<file path="src/rtl/serial_ripple_subtractor.sv">
// Bit-serial ripple-borrow subtractor: diff = a - b - bin, one bit per clock, LSB first.
// A single full-subtractor cell plus a borrow flop; start/busy/done handshake.
module serial_ripple_subtractor #(
   parameter int WIDTH = 4
) (
   input  logic             clk,
   input  logic             rst,
   input  logic             start,
   input  logic [WIDTH-1:0] a,
   input  logic [WIDTH-1:0] b,
   input  logic             bin,
   output logic             busy,
   output logic             done,
   output logic [WIDTH-1:0] diff,
   output logic             borrow,
   output logic             dbg_state
);

   // Handshake: start is taken only in IDLE (busy=0), including the done cycle;
   // done pulses for one cycle exactly when diff/borrow take a new result.
   localparam int CW = (WIDTH > 1) ? $clog2(WIDTH) : 1;
   localparam logic [CW-1:0] LAST = CW'(WIDTH - 1);

   typedef enum logic {
      IDLE = 1'b0,
      RUN  = 1'b1
   } state_t;

   state_t           r_state;
   state_t           w_state_next;
   logic [CW-1:0]    r_cnt;
   logic [WIDTH-1:0] r_a;
   logic [WIDTH-1:0] r_b;
   logic [WIDTH-1:0] r_res;
   logic             r_br;
   logic             r_done;
   logic [WIDTH-1:0] r_diff;
   logic             r_borrow;

   logic             w_load;
   logic             w_last;
   logic             w_d;
   logic             w_br_next;

   // Full-subtractor cell on the current LSBs of the operand shift registers.
   assign w_d       = r_a[0] ^ r_b[0] ^ r_br;
   assign w_br_next = (~r_a[0] & r_b[0]) | (~(r_a[0] ^ r_b[0]) & r_br);

   always_comb begin
      w_state_next = r_state;
      w_load       = 1'b0;
      w_last       = 1'b0;
      case (r_state)
         IDLE: begin
            if (start) begin
               w_load       = 1'b1;
               w_state_next = RUN;
            end
         end
         RUN: begin
            if (r_cnt == LAST) begin
               w_last       = 1'b1;
               w_state_next = IDLE;
            end
         end
         default: w_state_next = IDLE;
      endcase
   end

   always_ff @(posedge clk) begin
      if (rst) begin
         r_state  <= IDLE;
         r_cnt    <= '0;
         r_a      <= '0;
         r_b      <= '0;
         r_res    <= '0;
         r_br     <= 1'b0;
         r_done   <= 1'b0;
         r_diff   <= '0;
         r_borrow <= 1'b0;
      end else begin
         r_state <= w_state_next;
         r_done  <= w_last;
         if (w_load) begin
            r_a   <= a;
            r_b   <= b;
            r_br  <= bin;
            r_cnt <= '0;
            r_res <= '0;
         end else if (r_state == RUN) begin
            // Result fills from the top so the first bit lands at bit 0 after WIDTH shifts.
            r_a   <= r_a >> 1;
            r_b   <= r_b >> 1;
            r_res <= {w_d, r_res[WIDTH-1:1]};
            r_br  <= w_br_next;
            r_cnt <= r_cnt + CW'(1);
            if (w_last) begin
               r_diff   <= {w_d, r_res[WIDTH-1:1]};
               r_borrow <= w_br_next;
            end
         end
      end
   end

   assign busy      = (r_state == RUN);
   assign done      = r_done;
   assign diff      = r_diff;
   assign borrow    = r_borrow;
   assign dbg_state = r_state;

endmodule

</file>
<file path="config.mk">
export PLATFORM = sky130hd
export DESIGN_NAME = serial_ripple_subtractor
export DESIGN_NICKNAME = d
export VERILOG_FILES = /design/src/rtl/serial_ripple_subtractor.sv
export SDC_FILE = /design/constraint.sdc
export NUM_CORES = 1
export LEC_CHECK = 0
export BUFFER_PORTS_ARGS = -buffer_cell sky130_fd_sc_hd__buf_4
export CORE_ASPECT_RATIO = 0.6
export CORE_MARGIN = 3
export CORE_UTILIZATION = 40
export DETAILED_ROUTE_END_ITERATION = 6
export PLACE_DENSITY = 0.71
export SYNTH_ARGS = -nofsm -noshare
export SYNTH_HDL_FRONTEND = slang
export SYNTH_SLANG_ARGS = --single-unit
</file>
<file path="constraint.sdc">
create_clock -name clk -period 0.99 [get_ports clk]
set_input_delay 0.297 -clock clk [delete_from_list [all_inputs] [get_ports clk]]
set_output_delay 0.297 -clock clk [all_outputs]
set_load 0.02 [all_outputs]
</file>
==> results.txt <==
core area = 0.002012 mm2
global-route wire length before repair = 3125 um
Die ar. = 0.002943 mm2
max incr delay on CP = 0.56 ns
CP max FO = 2
Worst path depth = 4
Mapped Cells = 93
max_cap viols = 0
DR vias = 742
CTS tree = yes
Slew Limit Fails = 0
P&R area growth vs syn = 41.81%
Layout Cells excl Fill = 147
initial antenna violation count = 0
# IOs = 20
dpl cell area = 0.001120 mm2
PD cells = 1372 mW/mm2
floorplan row count = 12
FF+latch area = 437.9 um2
Max IR drop VDD = 828.0 uV
R2R depth = 4
Worst Hold Slack = 0.3432 ns
Synth top cells by count = dfxtp_1, a21oi_1, mux2i_1, a211oi_1, nor2b_1
Synth area leader = dfxtp_1
pin count of the biggest net entering global routing = 22
CP Capture Type = flop
Critical R2R Launch = r_br$_SDFFE_PP0P_
DRT Pass-1 Iters = 4
Reg2Reg Capture Point = diff[3]$_SDFFE_PP0P_
wire length per cell = 14.02 um
Inst Count DP = 137
synthesis-stage register bit count = 21
required time of the critical path = 1.18 ns
Slew @ Worst Pin = 0.2824 ns
Finished Core Util = 65.17%
Clock Path Buffers = 2
Period minus WS final = 1.203 ns
fin area = 0.001311 mm2
Syn Nets = 107
Setup crit end = diff[3]$_SDFFE_PP0P_
most numerous cell in the Yosys netlist = dfxtp_1
DRC Markers = 0
Clock Skews = 0.002994 ns
floorplan die height = 43.24 um
RSZ-0062 raised after global routing = yes
Initial Util = 45.96%
Critical Path Start = r_br$_SDFFE_PP0P_
drt first-iter violations = 40
sequential area share after synthesis = 45.47%
Final Hold Fails = 0
Clock Latency Late Sink = 0.25 ns
Synth Cell Area = 924.6 um2
Relative slew margins = 81.15%
Yosys top cell area share = 45.47%
yosys warns = 0
fraction of layout cells with a size suffix above 1 = 50.42%
final setup margin = -0.2131 ns
DP Wirelength = 1345 um
CP bufs+invs = 1
CP arrival = 1.40 ns
Final Setup Violations = 16
fin crit share = 121.5%
# fillers = 180
CTS sink cnt = 21
global-route usage over all layers = 14.35%
diode count = 0
CTS Buf Count = 3
setup slack, reg-to-reg = -0.21 ns
CP max stage cell = fa_2
CP Launch Type = flop
total grt overflow = 0
maximum clock frequency = 831.2 MHz
post-DR vias/cell = 5.048
antenna viol nets, final = 0
Multi-input gate area = 490.5 um2
leakage = 0.5309 nW
number of synthesized flops with an enable pin = 0
synth top area cells = dfxtp_1, mux2i_1, a21oi_1
outcome = finished, violations left
final wirelength = 2061 um
Placement Setup Slack = -0.1514 ns
hold buffers post-CTS = 0
CP Class = flop to flop
vias in the first global route = 701
distinct cell type count of the synthesized netlist = 22
IO buf count = 19
Cell Chain, Critical Path = inv_2, fa_2, nand3_2, a21oi_2
GPL Wtd Cong = 0.7078
Post-Syn Area per Cell = 9.942 um2
most used flip-flop cell after synthesis = dfxtp_1
Hold Path Class = primary input to flop
post-synthesis async set-or-reset flop share = 0%
CTS Root Cell = clkbuf_8
failing checks = setup timing
Die Wd = 68.07 um
delay-heaviest family, CP = adder cells
nets = 134
H-Tree Level Count = 1
clock slew at reported path FFs = 0.07 ns
==> registers in the layout, indices dropped and copies added, names as in the netlist <==
signal	flops
done	1
r_a	4
busy	1
diff	4
r_br	1
r_res	3
r_cnt	2
r_b	4
borrow	1
==> worst register-to-register path: stages (launching register included) <==
cell and delay [ns]:
dfxtp_2 0.34, inv_2 0.04, fa_2 0.56, nand3_2 0.08
a21oi_2 0.13
==> power by group <==
| group | switching [mW] | internal (mW) | leakage (nW) | total, mW |
|---|---|---|---|---|
| sequential | 0.0363 | 0.890 | 0.177 | 0.927 |
| combinational | 0.151 | 0.178 | 0.331 | 0.329 |
| clock | 0.258 | 0.286 | 0.0228 | 0.544 |
==> cells by family (layout without fill, tap and decap cells) <==
group                      after synthesis  count (layout)  synth area share (%)
AOI/OAI and AO/OA                       24              24                 17.86
adders and majority gates                2               2                 3.518
buffers and inverters                   11              37                 6.901
DFF                                     21              21                 45.47
muxes                                    9               9                 9.743
and+or+nand+nor                         26              26                 16.51
==> layer usage <==
layer | track usage, % | vias to the layer above | routed length (um)
met4 | 1.186 | 0 | 0
met5 | 0 | - | 0
met3 | 5.556 | 0 | 108
met2 | 23.56 | 16 | 1028
met1 | 18.35 | 349 | 924
li1 | - | 377 | -
==> layout by cell type (no fill, tap or decap), types with 4 or more instances in the layout <==
cell / count
buf_4: 17
dfxtp_1: 11
buf_6: 11
mux2i_1: 9
a21oi_1: 9
dfxtp_2: 8
nor2b_1: 6
nand2_1: 5
a21bo_2: 4
or3b_1: 4
==> layout make-up <==
class / count / area share (%)
Sequential cell: 21 / 33.40
Multi-Input combinational cell: 61 / 37.40
Inverter: 3 / 0.8588
Timing Repair Buffer: 30 / 22.23
Clock buffer: 4 / 3.435
Tap cell: 28 / 2.672
==> worst min path at each step <==
stage / end / start / depth (start not counted)
finish: r_br$_SDFFE_PP0P_ / bin / 3
global route: busy$_SDFF_PP0_ / start / 3
global placement: r_res[2]$_SDFFE_PP0P_ / r_res[3]$_SDFFE_PP0P_ / 2
floorplan: r_br$_SDFFE_PP0P_ / rst / 2
detailed placement: r_res[2]$_SDFFE_PP0P_ / r_res[3]$_SDFFE_PP0P_ / 2
CTS: r_br$_SDFFE_PP0P_ / bin / 3
==> metrics by stage <==
stage | power, mW | setup TNS (ns)
3_3_place_gp | 1.193 | -0.4959
5_1_grt | 1.894 | -2.003
4_1_cts | 1.785 | -1.137
6_report | 1.799 | -1.017
3_5_place_dp | 1.203 | -0.9134
2_1_floorplan | 1.104 | -0.3320
==> timing repair <==
action | 4_1_cts | 5_1_grt
gates resized for setup | 17 | 17
pin swaps | 9 | 3
buffers inserted | 4 | 2
setup endpoints to repair | 23 | 25
Note: power is estimated with default switching activity, not from simulation.
